[config.mk]
export PLATFORM = sky130hd
export DESIGN_NAME = event_processor_array
export DESIGN_NICKNAME = d
export VERILOG_FILES = /design/src/rtl/event_processor_array.sv
export SDC_FILE = /design/constraint.sdc
export NUM_CORES = 1
export LEC_CHECK = 0
export BUFFER_PORTS_ARGS = -buffer_cell sky130_fd_sc_hd__buf_2
export CAP_MARGIN = 20
export CORE_MARGIN = 8
export CORE_UTILIZATION = 45
export DETAILED_ROUTE_END_ITERATION = 16
export PLACE_DENSITY = 0.67
export REMOVE_ABC_BUFFERS = 1
export SYNTH_ARGS = -nofsm -noshare
export SYNTH_HDL_FRONTEND = slang
export SYNTH_SLANG_ARGS = --single-unit
[constraint.sdc]
create_clock -name clock_fast -period 4.4 [get_ports clock_fast]
set_input_delay 0.88 -clock clock_fast [delete_from_list [all_inputs] [get_ports clock_fast]]
set_output_delay 0.88 -clock clock_fast [all_outputs]
set_load 0.01 [all_outputs]
[src/rtl/event_processor_array.sv]
// event_processor_array: multi-channel token event processor.
// Each channel accumulates signed good/bad token increments into saturating
// counters, raises a token when both thresholds are met, holds it for a
// programmable number of timer ticks, then re-arms.
// Optional feature macro: EVENT_PROCESSOR_REFRACTORY_EN adds a REFRACT state
// after ON, during which the channel ignores tokens for another duration.
module event_processor_array #(
    parameter int NUM_CHANNELS    = 2,
    parameter int NEW_TOKENS_BITS = 4,
    parameter int TOKENS_BITS     = 6,
    parameter int DURATION_BITS   = 4
) (
    input  logic                                    clock_fast,
    input  logic                                    reset,
    input  logic                                    tick_en,
    input  logic [NUM_CHANNELS*NEW_TOKENS_BITS-1:0] new_good_tokens,
    input  logic [NUM_CHANNELS*NEW_TOKENS_BITS-1:0] new_bad_tokens,
    input  logic [NUM_CHANNELS*(TOKENS_BITS-1)-1:0] good_tokens_threshold,
    input  logic [NUM_CHANNELS*(TOKENS_BITS-1)-1:0] bad_tokens_threshold,
    input  logic [NUM_CHANNELS*DURATION_BITS-1:0]   duration,
    output logic [NUM_CHANNELS-1:0]                 token_start,
    output logic [NUM_CHANNELS-1:0]                 token_end,
    output logic [NUM_CHANNELS-1:0]                 is_on
);

    localparam int NB = NEW_TOKENS_BITS;
    localparam int TB = TOKENS_BITS;
    localparam int DB = DURATION_BITS;

    typedef enum logic [1:0] {
        ST_IDLE    = 2'd0,
        ST_ON      = 2'd1
`ifdef EVENT_PROCESSOR_REFRACTORY_EN
        , ST_REFRACT = 2'd2
`endif
    } state_t;

    // Saturating add of a sign-extended increment; one extra bit exposes overflow
    function automatic logic signed [TB-1:0] satAdd(
        input logic signed [TB-1:0] cnt,
        input logic signed [NB-1:0] inc
    );
        logic signed [TB:0] sum;
        sum = {cnt[TB-1], cnt} + {{(TB + 1 - NB){inc[NB-1]}}, inc};
        if (sum[TB] != sum[TB-1]) begin
            satAdd = sum[TB] ? {1'b1, {(TB - 1){1'b0}}} : {1'b0, {(TB - 1){1'b1}}};
        end else begin
            satAdd = sum[TB-1:0];
        end
    endfunction

    for (genvar g = 0; g < NUM_CHANNELS; g++) begin : g_chan
        logic signed [NB-1:0] w_incGood;
        logic signed [NB-1:0] w_incBad;
        logic        [TB-2:0] w_thrGood;
        logic        [TB-2:0] w_thrBad;
        logic        [DB-1:0] w_duration;
        logic signed [TB-1:0] w_reloadGood;
        logic signed [TB-1:0] w_reloadBad;
        logic signed [TB-1:0] w_sumGood;
        logic signed [TB-1:0] w_sumBad;
        logic                 w_goodMet;
        logic                 w_badMet;
        logic                 w_timerZero;

        state_t               r_state;
        state_t               w_nextState;
        logic        [DB-1:0] r_timer;
        logic        [DB-1:0] w_nextTimer;
        logic signed [TB-1:0] r_goodCnt;
        logic signed [TB-1:0] r_badCnt;
        logic signed [TB-1:0] w_nextGood;
        logic signed [TB-1:0] w_nextBad;
        logic                 r_start;
        logic                 r_end;
        logic                 w_nextStart;
        logic                 w_nextEnd;

        assign w_incGood    = new_good_tokens[g*NB +: NB];
        assign w_incBad     = new_bad_tokens[g*NB +: NB];
        assign w_thrGood    = good_tokens_threshold[g*(TB-1) +: (TB-1)];
        assign w_thrBad     = bad_tokens_threshold[g*(TB-1) +: (TB-1)];
        assign w_duration   = duration[g*DB +: DB];

        assign w_reloadGood = -$signed({1'b0, w_thrGood});
        assign w_reloadBad  = -$signed({1'b0, w_thrBad});
        assign w_sumGood    = satAdd(r_goodCnt, w_incGood);
        assign w_sumBad     = satAdd(r_badCnt, w_incBad);

        assign w_goodMet    = ~r_goodCnt[TB-1];
        assign w_badMet     = r_badCnt[TB-1] | (r_badCnt == '0);
        assign w_timerZero  = (r_timer == '0);

        // Next-state, timer, counter and pulse decisions from the registered counts
        always_comb begin
            w_nextState = r_state;
            w_nextTimer = r_timer;
            w_nextGood  = w_sumGood;
            w_nextBad   = w_sumBad;
            w_nextStart = 1'b0;
            w_nextEnd   = 1'b0;
            case (r_state)
                ST_IDLE: begin
                    if (w_goodMet && w_badMet) begin
                        w_nextState = ST_ON;
                        w_nextTimer = w_duration;
                        w_nextStart = 1'b1;
                    end
                end
                ST_ON: begin
                    if (!w_badMet || w_timerZero) begin
                        w_nextEnd  = 1'b1;
                        w_nextGood = w_reloadGood;
                        w_nextBad  = w_reloadBad;
`ifdef EVENT_PROCESSOR_REFRACTORY_EN
                        w_nextState = ST_REFRACT;
                        w_nextTimer = w_duration;
`else
                        w_nextState = ST_IDLE;
`endif
                    end else if (tick_en) begin
                        w_nextTimer = r_timer - DB'(1);
                    end
                end
`ifdef EVENT_PROCESSOR_REFRACTORY_EN
                ST_REFRACT: begin
                    w_nextGood = r_goodCnt;
                    w_nextBad  = r_badCnt;
                    if (w_timerZero) begin
                        w_nextState = ST_IDLE;
                    end else if (tick_en) begin
                        w_nextTimer = r_timer - DB'(1);
                    end
                end
`endif
                default: begin
                    w_nextState = ST_IDLE;
                end
            endcase
        end

        // Channel state register with synchronous reset to the armed IDLE state
        always_ff @(posedge clock_fast) begin
            if (reset) begin
                r_state   <= ST_IDLE;
                r_timer   <= '0;
                r_goodCnt <= w_reloadGood;
                r_badCnt  <= w_reloadBad;
                r_start   <= 1'b0;
                r_end     <= 1'b0;
            end else begin
                r_state   <= w_nextState;
                r_timer   <= w_nextTimer;
                r_goodCnt <= w_nextGood;
                r_badCnt  <= w_nextBad;
                r_start   <= w_nextStart;
                r_end     <= w_nextEnd;
            end
        end

        assign token_start[g] = r_start;
        assign token_end[g]   = r_end;
        assign is_on[g]       = (r_state == ST_ON);
    end

endmodule

==> results.md <==
- Final setup viols: 0
- CP Class: primary input to flip-flop
- Drt pass-1 iters: 4
- Library cells used by synthesis: 49
- Layout area overhead: 13.71%
- Post-DP Area: 3088 um^2
- Ys flop type: dfxtp_1
- Period Utilization, post-route: 60.37%
- Worst slack, placed: 1462 ps
- Total Power: 2.136 mW
- Fmax: 0.3764 GHz
- Post-CTS Setup Bufs: 0
- DIE WIDTH: 95.04 um
- Detailed Place HPWL: 4.843 mm
- Most frequent cells in the layout: buf_2, dfxtp_1, nor2_1, ha_1, a21oi_1
- Via count: 2476
- PortBufs: 52
- Antenna-violating nets left: 0
- Largest net degree at the start of global routing: 19
- Cell Area, Synth: 2811 um^2
- PD cells: 668.1 nW/um^2
- Post-synthesis async set-or-reset flop share: 0%
- Critical Path AT: 2830 ps
- Core Box Area: 6205 um^2
- Seq/Total Area, Yosys: 27.06%
- Max H-tree Level: 2
- Clock skew: 9.501 ps
- CTS tree: yes
- Num CTS Buffers: 5
- Fraction of layout cells with a size suffix above 1: 17.22%
- Initial antenna violation count: 0
- Actual slew at the worst max-slew pin: 651.0 ps
- Mean Syn Cell Area: 8.197 um^2
- GR peak layer: met2
- Rows: 29
- Number of synthesized flops with an enable pin: 0
- Vias in the first global route: 2441
- Clock Tree Buf Depth: 2
- CTS Hold Buffers Added: 0
- Gr ovfl total: 0
- Worst hold path type: flip-flop to flip-flop
- Final wirelength: 5.938 mm
- Commonest non-fill, non-tap cell in the layout: buf_2
- Num ports: 53
- Fin. max-slew vios: 0
- GR Util All Layers: 13.72%
- Met1 Resource Use GR: 16.18%
- Met2 GRT Util: 23.46%
- Yosys warning count: 0
- Placed cells: 458
- VDD IR max: 0.3484 mV
- Clock Pin Slew Worst Setup and Hold Paths: 80 ps
- Post-route cell area: 3197 um^2
- Clk_lat worst skew: 290 ps
- Crit end category: flip-flop
- Post-CTS Resized: 0
- Met3 Use GR: 4.567%
- Min cycle time layout: 2656 ps
- Setup ws final: 1744 ps
- WHS: 470.3 ps
- GPL Wtd Cong: 0.8969
- First-pass GRT wire length: 10.19 mm
- Starting Density: 45.31%
- Final count of hold timing violations: 0
- Cell Count, Final, Fillers Out: 466
- Die Span Y: 95.04 um
- 1st-iter DRT viols: 83
- Setup crit start kind: primary input
- Final core occ: 51.52%
- Ant. Diodes: 0
- CP Max Fanout: 6
- Post-DR wirelength/cell: 12.74 um
- Total die area: 9033 um^2
- Fillers: 605
- DRC viols: 0
- Clock sink total: 38
- P_leak: 1.446 nW
- Mapped Cells: 343
- RSZ-0062 raised after global routing: no
- Vias per std cell: 5.313
- Status: complete, no violations
- Worst EP required: 4580 ps
- Post-synthesis register bit count: 38
- Setup TNS: 0 ps
- Max Cap Violations: 0
- Fin nets: 469
- Clk root buf: clkbuf_8
- Slew margin rel.: 56.51%
per-layer routing:
layer	part of all wire (%)	up-vias	wire length (um)
met3	5.9	8	350
met2	47	51	2810
met4	0.89	0	53
li1	-	1297	-
met1	46	1120	2723
met5	0	-	0
flip-flops by register name (all words and copies together) (netlist names):
register,count
g_chan.r_goodCnt,12
g_chan.r_state,2
g_chan.r_badCnt,12
g_chan.r_timer,8
g_chan.r_end,2
g_chan.r_start,2
cell type report:
class | count | area, um^2 | area share [%]
Clock inverter | 3 | 40.04 | 1.252
Inverter | 27 | 101.3 | 3.170
Clock buffer | 5 | 68.82 | 2.153
Tap cell | 77 | 96.34 | 3.014
Timing Repair Buffer | 52 | 260.3 | 8.141
Sequential cell | 38 | 760.7 | 23.80
Multi-Input combinational cell | 264 | 1869 | 58.47
cells in the mapped netlist, drive strengths merged (5+ instances only):
master,count,area [um^2]
xnor2,10,95.10
o211ai,6,45.04
o31ai,5,47.54
nor2b,18,112.6
ha,30,375.4
nand3,6,30.03
a22oi,10,75.07
dfxtp,38,760.7
o21ai,10,53.80
buf,10,65.06
inv,27,101.4
xor2,15,131.4
nor2,35,131.4
nor3,6,30.03
a211oi,5,37.54
a21oi,29,148.9
nand2,26,97.59
nand2b,6,37.54
power by group:
| group | total, mW | switching, mW | internal, mW |
|---|---|---|---|
| combinational | 1.22 | 0.675 | 0.549 |
| sequential | 0.618 | 0.113 | 0.505 |
| clock | 0.294 | 0.127 | 0.167 |
| total | 2.14 | 0.915 | 1.22 |
kinds of logic after synthesis:
| family | count (synthesis) | synth area share, % |
|---|---|---|
| AO/OA/AOI/OAI | 86 | 20.78 |
| XOR/XNOR | 25 | 8.056 |
| adder cells (fa/ha/maj) | 34 | 16.20 |
| buffers and inverters | 41 | 6.453 |
| flip-flops | 38 | 27.06 |
| multiplexers | 2 | 0.7121 |
| AND/OR/NAND/NOR | 117 | 20.74 |
worst max-delay path, cell delays in order:
cell      delay [ps]
buf_2             80
ha_1             160
inv_1             50
fa_1             400
nor2b_1          180
o31ai_2          100
a21oi_1          190
xor2_1           360
nand3_1          240
o311ai_0         180
final timing paths:
check | startpoint | depth (start not counted) | to | slack (ps)
worst min register to register | g_chan[0].r_goodCnt[5] | 1 | g_chan[0].r_start | 470
worst max register to register | g_chan[1].r_badCnt[0] | 9 | g_chan[1].r_badCnt[1] | 2040
worst min-delay path | g_chan[0].r_goodCnt[5] | 1 | g_chan[0].r_start | 470
worst max-delay path | new_bad_tokens[4] | 10 | g_chan[1].r_badCnt[1] | 1740
Note: power is estimated with default switching activity, not from simulation.
